**src/rtl/rf_raddr_gen_if.sv**
```systemverilog
// Bundle between the RF read-address generator, the register file read port
// and the XNOR/popcount datapath.
interface rf_raddr_gen_if #(
  parameter int ADDR_W = 7,
  parameter int DATA_W = 32,
  parameter int PASS_W = 7
);
  logic              start;
  logic [ADDR_W-1:0] base_addr;
  logic [ADDR_W-1:0] end_addr;
  logic [PASS_W-1:0] num_pass;
  logic              rf_ren;
  logic [ADDR_W-1:0] rf_raddr;
  logic [DATA_W-1:0] rf_rdata;
  logic [DATA_W-1:0] out_data;
  logic              out_valid;
  logic              out_ready;
  logic              out_last;
  logic              out_final;
  logic              busy;
  logic              done;
  logic              err;

  modport master (
    output start, base_addr, end_addr, num_pass, rf_rdata, out_ready,
    input  rf_ren, rf_raddr, out_data, out_valid, out_last, out_final,
           busy, done, err
  );

  modport slave (
    input  start, base_addr, end_addr, num_pass, rf_rdata, out_ready,
    output rf_ren, rf_raddr, out_data, out_valid, out_last, out_final,
           busy, done, err
  );
endinterface

```
**src/rtl/rf_raddr_gen.sv**
```systemverilog
// Sweeps [base..end] num_pass times, issues synchronous RF reads and buffers
// returned words in a 2-entry skid buffer in front of a valid/ready output.
module rf_raddr_gen #(
  parameter int ADDR_W = 7,
  parameter int DATA_W = 32,
  parameter int PASS_W = 7
) (
  input logic           clk,
  input logic           rst,
  rf_raddr_gen_if.slave bus
);
  localparam logic [1:0] S_IDLE  = 2'd0;
  localparam logic [1:0] S_ISSUE = 2'd1;
  localparam logic [1:0] S_DRAIN = 2'd2;

  logic [1:0]        state_q, state_d;
  logic [ADDR_W-1:0] addr_q, addr_d;
  logic [ADDR_W-1:0] base_q, base_d;
  logic [ADDR_W-1:0] end_q, end_d;
  logic [PASS_W-1:0] np_q, np_d;
  logic [PASS_W-1:0] pass_q, pass_d;
  logic              busy_q, busy_d;
  logic              done_q, done_d;
  logic              err_q, err_d;

  logic                   infl_q, infl_last_q, infl_fin_q;
  logic [1:0][DATA_W-1:0] mem_q;
  logic [1:0]             lst_q, fin_q;
  logic                   rd_ptr_q, wr_ptr_q;
  logic [1:0]             occ_q;

  logic       out_valid, pop, issue, at_end, last_pass;
  logic [2:0] lvl;

  assign out_valid = (occ_q != 2'd0);
  assign pop       = out_valid & bus.out_ready;
  // Entries held or already on their way, net of this cycle's pop.
  assign lvl       = {1'b0, occ_q} + {2'b0, infl_q} - {2'b0, pop};
  assign issue     = (state_q == S_ISSUE) && (lvl < 3'd2);
  assign at_end    = (addr_q == end_q);
  assign last_pass = (pass_q == np_q - PASS_W'(1));

  always_comb begin
    state_d = state_q;
    addr_d  = addr_q;
    base_d  = base_q;
    end_d   = end_q;
    np_d    = np_q;
    pass_d  = pass_q;
    busy_d  = busy_q;
    done_d  = 1'b0;
    err_d   = err_q;
    case (state_q)
      S_IDLE: if (bus.start) begin
        base_d = bus.base_addr;
        end_d  = bus.end_addr;
        np_d   = bus.num_pass;
        addr_d = bus.base_addr;
        pass_d = '0;
        err_d  = 1'b0;
        if ((bus.base_addr > bus.end_addr) || (bus.num_pass == '0)) begin
          err_d  = 1'b1;
          done_d = 1'b1;
        end else begin
          busy_d  = 1'b1;
          state_d = S_ISSUE;
        end
      end
      S_ISSUE: if (issue) begin
        if (at_end) begin
          addr_d = base_q;
          pass_d = pass_q + PASS_W'(1);
          if (last_pass) state_d = S_DRAIN;
        end else begin
          addr_d = addr_q + ADDR_W'(1);
        end
      end
      S_DRAIN: if (pop && fin_q[rd_ptr_q]) begin
        done_d  = 1'b1;
        busy_d  = 1'b0;
        state_d = S_IDLE;
      end
      default: state_d = S_IDLE;
    endcase
  end

  always_ff @(posedge clk or posedge rst) begin
    if (rst) begin
      state_q <= S_IDLE;
      addr_q  <= '0;
      base_q  <= '0;
      end_q   <= '0;
      np_q    <= '0;
      pass_q  <= '0;
      busy_q  <= 1'b0;
      done_q  <= 1'b0;
      err_q   <= 1'b0;
    end else begin
      state_q <= state_d;
      addr_q  <= addr_d;
      base_q  <= base_d;
      end_q   <= end_d;
      np_q    <= np_d;
      pass_q  <= pass_d;
      busy_q  <= busy_d;
      done_q  <= done_d;
      err_q   <= err_d;
    end
  end

  // Tags follow the read through the RF latency and land with the data.
  always_ff @(posedge clk or posedge rst) begin
    if (rst) begin
      infl_q      <= 1'b0;
      infl_last_q <= 1'b0;
      infl_fin_q  <= 1'b0;
      mem_q       <= '0;
      lst_q       <= '0;
      fin_q       <= '0;
      rd_ptr_q    <= 1'b0;
      wr_ptr_q    <= 1'b0;
      occ_q       <= '0;
    end else begin
      infl_q      <= issue;
      infl_last_q <= issue & at_end;
      infl_fin_q  <= issue & at_end & last_pass;
      if (infl_q) begin
        mem_q[wr_ptr_q] <= bus.rf_rdata;
        lst_q[wr_ptr_q] <= infl_last_q;
        fin_q[wr_ptr_q] <= infl_fin_q;
        wr_ptr_q        <= ~wr_ptr_q;
      end
      if (pop) rd_ptr_q <= ~rd_ptr_q;
      occ_q <= occ_q + {1'b0, infl_q} - {1'b0, pop};
    end
  end

  assign bus.rf_ren    = issue;
  assign bus.rf_raddr  = addr_q;
  assign bus.out_valid = out_valid;
  assign bus.out_data  = out_valid ? mem_q[rd_ptr_q] : '0;
  assign bus.out_last  = out_valid & lst_q[rd_ptr_q];
  assign bus.out_final = out_valid & fin_q[rd_ptr_q];
  assign bus.busy      = busy_q;
  assign bus.done      = done_q;
  assign bus.err       = err_q;
endmodule

```
**src/flat_wrapper.sv**
```systemverilog
// flat-port wrapper written by rule: the top's interface ports become plain ports
module rf_raddr_gen_flat 
#(
  parameter int ADDR_W = 7,
  parameter int DATA_W = 32,
  parameter int PASS_W = 7
)
  (clk, rst, bus_start, bus_base_addr, bus_end_addr, bus_num_pass, bus_rf_rdata, bus_out_ready, bus_rf_ren, bus_rf_raddr, bus_out_data, bus_out_valid, bus_out_last, bus_out_final, bus_busy, bus_done, bus_err);
  rf_raddr_gen_if #(.ADDR_W(ADDR_W), .DATA_W(DATA_W), .PASS_W(PASS_W)) bus_i ();
  input logic clk;
  input logic rst;
  input wire logic [$bits(bus_i.start)-1:0] bus_start;
  input wire logic [$bits(bus_i.base_addr)-1:0] bus_base_addr;
  input wire logic [$bits(bus_i.end_addr)-1:0] bus_end_addr;
  input wire logic [$bits(bus_i.num_pass)-1:0] bus_num_pass;
  input wire logic [$bits(bus_i.rf_rdata)-1:0] bus_rf_rdata;
  input wire logic [$bits(bus_i.out_ready)-1:0] bus_out_ready;
  output wire logic [$bits(bus_i.rf_ren)-1:0] bus_rf_ren;
  output wire logic [$bits(bus_i.rf_raddr)-1:0] bus_rf_raddr;
  output wire logic [$bits(bus_i.out_data)-1:0] bus_out_data;
  output wire logic [$bits(bus_i.out_valid)-1:0] bus_out_valid;
  output wire logic [$bits(bus_i.out_last)-1:0] bus_out_last;
  output wire logic [$bits(bus_i.out_final)-1:0] bus_out_final;
  output wire logic [$bits(bus_i.busy)-1:0] bus_busy;
  output wire logic [$bits(bus_i.done)-1:0] bus_done;
  output wire logic [$bits(bus_i.err)-1:0] bus_err;
  assign bus_i.start = bus_start;
  assign bus_i.base_addr = bus_base_addr;
  assign bus_i.end_addr = bus_end_addr;
  assign bus_i.num_pass = bus_num_pass;
  assign bus_i.rf_rdata = bus_rf_rdata;
  assign bus_i.out_ready = bus_out_ready;
  assign bus_rf_ren = bus_i.rf_ren;
  assign bus_rf_raddr = bus_i.rf_raddr;
  assign bus_out_data = bus_i.out_data;
  assign bus_out_valid = bus_i.out_valid;
  assign bus_out_last = bus_i.out_last;
  assign bus_out_final = bus_i.out_final;
  assign bus_busy = bus_i.busy;
  assign bus_done = bus_i.done;
  assign bus_err = bus_i.err;
  rf_raddr_gen #(.ADDR_W(ADDR_W), .DATA_W(DATA_W), .PASS_W(PASS_W)) u_core (.clk(clk), .rst(rst), .bus(bus_i));
endmodule
```
**config.mk**
```make
export PLATFORM = sky130hd
export DESIGN_NAME = rf_raddr_gen_flat
export DESIGN_NICKNAME = d
export VERILOG_FILES = /design/src/rtl/rf_raddr_gen_if.sv /design/src/rtl/rf_raddr_gen.sv /design/src/flat_wrapper.sv
export SDC_FILE = /design/constraint.sdc
export NUM_CORES = 1
export LEC_CHECK = 0
export BUFFER_PORTS_ARGS = -buffer_cell sky130_fd_sc_hd__buf_2
export CAP_MARGIN = 15
export CORE_MARGIN = 4
export CORE_UTILIZATION = 50
export DETAILED_ROUTE_END_ITERATION = 16
export PLACE_DENSITY = 0.83
export SETUP_SLACK_MARGIN = 0.05
export SLEW_MARGIN = 20
export SYNTH_ARGS = -nofsm -noshare
export SYNTH_HDL_FRONTEND = slang
export SYNTH_SLANG_ARGS = --single-unit
```
**constraint.sdc**
```tcl
create_clock -name clk -period 4.3 [get_ports clk]
set_clock_uncertainty 0.05 [all_clocks]
set_input_delay 0.645 -clock clk [delete_from_list [all_inputs] [get_ports clk]]
set_output_delay 0.645 -clock clk [all_outputs]
set_load 0.05 [all_outputs]
```
Word-level counts from Yosys, hierarchy flattened:

Index checks and enable logic that the tools add are counted.

* add/sub/neg operators: 7
* multipliers: 0
* div/mod/pow operators: 0
* order comparisons: 5
* equality and inequality tests: 10
* shifts and indexed selects: 0
* multiplexer cells: 37
* bitwise logic cells: 7
* reductions and logical operators: 14

Operators by type and width (count)
* $mux 32: 4
* $bwmux 64: 1
* $mux 7: 6
* $demux 32 s1: 1
* $pmux 7 s2: 2
* $add 7x1->7 const B: 2
* $eq 7x7->1: 2
* $mux 2: 6
* $mux 1: 11
* $ne 2x1->1 const B: 4
* $reduce_and 4->1: 2
* $gt 7x7->1: 1
* $logic_not 7->1: 1
* $sub 7x1->7 const B: 1
* $pmux 2 s3: 1
* $reduce_and 6->1: 1
* $reduce_bool 2->1: 3
* $and 1x1->1: 5
* $bwmux 2: 2
* $lt 1x2->1 const B: 2
* $ne 2x2->1 const B: 2
* $pmux 1 s2: 2
* $add 2x1->3: 1
* $logic_and 1x1->1: 3
* 13 further kinds: 14

* register bits: 115
* latch bits: 0
* bits in writable memories: 0
* ROM bits: 0
* input bits: 57
* output and inout port bits: 46
* logic and storage cells: 99
* memories: 0

Logic depth before layout (Yosys ltp):

* depth after elaboration: 7
* depth in mapped cells: 14
* mapped depth without buffers: 13

Worst setup path after synthesis:

OpenSTA, ideal clock, no wires.

* path type: reg2reg
* start: register u_core.occ_q[1]
* end: register u_core.pass_q[1]
* setup time: 0.120 ns
* arrival: 3.549 ns
* data required time: 4.130 ns
* setup slack: 0.580 ns
* stages on the path, launching flop included: 14
* path buffers: 1
* clock period less this slack: 3.720 ns
* cell sequence: dfrtp_1 -> nor2_1 -> inv_1 -> nand2_1 -> or2_2 -> nand2_1 -> ha_1 -> fa_1 -> or3_1 -> clkbuf_1 -> inv_1 -> nand3_1 -> and3_1 -> a31o_2

* word-level cells in the longest chain between the ends: 7
* elaborated cells on any way between the ends: 8
* those cells by class: 2 x add/sub; 1 x order compare; 1 x eq/ne; 1 x bitwise; 3 x reduce/logical

RTL lines
* from (decl): RTL line rf_raddr_gen.sv:30 `logic [1:0] occ_q;`
* from (signal assigned): RTL line rf_raddr_gen.sv:134 `occ_q <= occ_q + {1'b0, infl_q} - {1'b0, pop};`
* $reduce_bool 2->1: RTL line rf_raddr_gen.sv:35 `assign out_valid = (occ_q != 2'd0);`
* via bus_out_valid: RTL line flat_wrapper.sv:21 `output wire logic [$bits(bus_i.out_valid)-1:0] bus_out_valid;`
* $and 1x1->1: RTL line rf_raddr_gen.sv:36 `assign pop = out_valid & bus.out_ready;`
* $sub 3x1->3: RTL line rf_raddr_gen.sv:38 `assign lvl = {1'b0, occ_q} + {2'b0, infl_q} - {2'b0, pop};`
* via u_core.lvl[1]: RTL line rf_raddr_gen.sv:33 `logic [2:0] lvl;`
* $lt 3x2->1: RTL line rf_raddr_gen.sv:39 `assign issue = (state_q == S_ISSUE) && (lvl < 3'd2);`
* $logic_and 1x1->1: RTL line rf_raddr_gen.sv:39
* via bus_rf_ren: RTL line flat_wrapper.sv:18 `output wire logic [$bits(bus_i.rf_ren)-1:0] bus_rf_ren;`
* $ne 2x1->1 (no source line)
* $reduce_and 4->1 (no source line)
* to (signal assigned): RTL line rf_raddr_gen.sv:104 `pass_q <= pass_d;`
* to (decl): RTL line rf_raddr_gen.sv:21 `logic [PASS_W-1:0] pass_q, pass_d;`

The timed path passes the listed nets, and every way through them passes these cells.
A chain may end at the register's enable or synchronous reset.

Worst setup path in the final report:

* start: register u_core.occ_q[1]
* end: output port bus_rf_ren

* word-level cells in the longest chain between the ends: 5
* elaborated cells on any way between the ends: 6
* those cells by class: 2 x add/sub; 1 x order compare; 1 x bitwise; 2 x reduce/logical

RTL lines (RTL line)
* branches (longest 2 deep; another with $add 2x1->3)
* $sub 3x1->3 *: rf_raddr_gen.sv:38
* via u_core.lvl[1]: rf_raddr_gen.sv:33
* $lt 3x2->1 *: rf_raddr_gen.sv:39
* $logic_and 1x1->1 *: rf_raddr_gen.sv:39
* to (decl): flat_wrapper.sv:18

Mark *: on every way through the listed nets, which the timed path passes.

==> flow_summary.toml <==
[timing]
final-setup-viol-count = 0
worst_slew_pin_slew_ns = 1.06
fmax_mhz = 265
min_period_over_period = 0.877
rsz0062_at_grt = "false"
slew_headroom = 0.296
hold_ws_ns = 0.338
final_max_slew_viol_count = 0
tns_ns = 0
hold_violations = 0
final.min_clock_period_ns = 3.77

[worst_setup_path]
reg2reg_depth = 12
arrival_ns = 3.07
timing.critical_path.to_type = "primary output"
critical_path_class = "register to primary output"
path_max_fanout = 6
cp-start-kind = "register"
cp.required_ns = 3.61

[place]
place.gp.congestion = 0.777
placed_cell_area_um2 = 6280
dp_hpwl_um = 8460
port_buffers = 102

[global_routing]
grt_max_degree = 94
grt-ovfl-total = 0
antenna_found_initial = 0
grt_pass1_wl_um = 20800
grt_pass1_vias = 4312
grt_use_total = 0.204

[cts]
cts_setup_buffers = 0
insertion_delay_ns = 0.41
cts_buffer_depth = 2
cts_tree = "done"
cts_max_level = 4
clk_pin_slew_ns = 0.06
clock-sinks = 115
cts_inserted_buffers = 17
root_buffer = "clkbuf_16"
cts.repair.resized = 0
cts_hold_buffers = 0

[worst_hold_path]
min_path_type = "input pin to async pin"

[floorplanning]
start_util = 0.515
core-area_um2 = 10900
rows = 38
die_h_um = 114
die_w_um = 114
pin_count = 103
die_area_um2 = 13000

[synthesis]
synth_ff_type = "dfrtp_1"
async_reset_ff_frac = 1.00
yosysSeqAreaShare = 0.511
syn_area_um2 = 5630
ys_types = 44
synth_edf_count = 0
syn-num-nets = 580
postSynthCellCount = 511
yosysWarnings = 0
postSynthAreaPerCell_um2 = 11.0
ys_ff_latch = 115

[layout]
drive_above_1_share = 0.352
diodes = 0
layout.nets = 681
syn2layout_area_growth_pct = 22.6
final_cell_area_um2 = 6910
layout_common_cells = "114 x dfrtp_1, 102 x buf_2, 69 x mux2_2, 68 x nand2_1, 51 x nor2_1"
final_common_cell = "dfrtp_1"

[run]
drv_cap = 0

[routing]
drc = 0
dr.pass1.iters = 5
totalWireLength_um = 12600
drtIter0Drc = 260
vias = 4229
via_per_inst = 5.53
postRouteAntennaNets = 0
wire_per_inst_um = 16.4

[status]
status = "finished clean"
sequential cells by signal, indices dropped and copies added, names as in the netlist:
name and count:
u_core.base_q 7, u_core.fin_q 2, u_core.np_q 7, u_core.infl_q 1, u_core.wr_ptr_q 1, u_core.pass_q 7
u_core.bus.busy 1, u_core.state_q 2, u_core.bus.done 1, u_core.rd_ptr_q 1, u_core.infl_fin_q 1, u_core.end_q 7
u_core.infl_last_q 1, u_core.occ_q 2, u_core.bus.rf_raddr 7, u_core.mem_q 64, u_core.bus.err 1, u_core.lst_q 2
worst max-delay path: stages, from the launching register on:
cell and delay (ns):
dfrtp_1 0.39, nor2_2 0.06, inv_1 0.07, nand2_1 0.12, or2_2 0.33, nand2_1 0.07
ha_1 0.15, fa_1 0.46, or3_1 0.51, inv_1 0.20, buf_2 0.30
area by class of cell:
type | instances | area, um2
inverters | 14 | 57.6
clock buffers | 18 | 439
multi-input cells | 357 | 2620
flip-flops and latches | 115 | 2880
repair buffers | 107 | 548
clock inverters | 14 | 186
well taps | 140 | 175
fillers | 856 | 4030
through the flow:
| stage | utilization | std cells | setup WS, ns |
|---|---|---|---|
| after floorplan | - | 511 | 0.561 |
| after global placement | 0.574 | 733 | 0.874 |
| after detailed placement | 0.574 | 733 | 0.793 |
| after CTS | 0.631 | 765 | 0.535 |
| after global routing | 0.631 | 765 | 0.376 |
| final | 0.631 | 765 | 0.531 |
per-layer routing:
metal | part of all wire | vias to the layer above | GRT usage
li1 | - | 1966 | -
met3 | 0.072 | 20 | 0.0618
met2 | 0.50 | 161 | 0.345
met5 | 0 | - | 0
met1 | 0.41 | 2082 | 0.249
met4 | 0.017 | 0 | 0.0728
worst paths after layout:
check,startpoint,to,slack [ns]
setup reg to reg,u_core.occ_q[1]$_DFF_PP0_,u_core.pass_q[1]$_DFFE_PP0P_,1.15
hold reg to reg,u_core.base_q[2]$_DFFE_PP0P_,u_core.base_q[2]$_DFFE_PP0P_,0.44
setup / recovery,u_core.occ_q[1]$_DFF_PP0_,bus_rf_ren,0.53
hold / removal,rst,u_core.mem_q[20]$_DFFE_PP0P_,0.34
min in group clk,bus_num_pass[5],u_core.np_q[5]$_DFFE_PP0P_,0.39
max in group asynchronous,rst,u_core.end_q[2]$_DFFE_PP0P_,3.00
logic make-up after synthesis:
family	count (synthesis)	synth area share
xor+xnor	29	0.0451
compound gates	45	0.0560
flops	115	0.511
fa+ha+maj	12	0.0280
buf+inv	39	0.0260
simple gates	166	0.132
mux	105	0.202
cell usage after synthesis (all sizes together), types with 3 or more instances:
master  count  area (um2)
a211oi      3        22.5
a21oi       9        45.0
and4        3        26.3
buf         4        15.0
clkbuf     21        78.8
dfrtp     115        2880
ha         11         138
inv        14        52.6
mux2       69         777
mux2i      36         360
nand2      68         255
nand2b      5        31.3
nand3       8        40.0
nand4       3        18.8
nor2       52         195
nor2b       3        18.8
nor3        6        30.0
nor4        5        31.3
o21ai      14        70.1
o22a        4        35.0
o31a        3        26.3
or3         4        30.0
xnor2      20         175
xor2        9        78.8
Power is not shown: default switching activity piles up to over one toggle a cycle in this logic, so the estimate is an artifact.
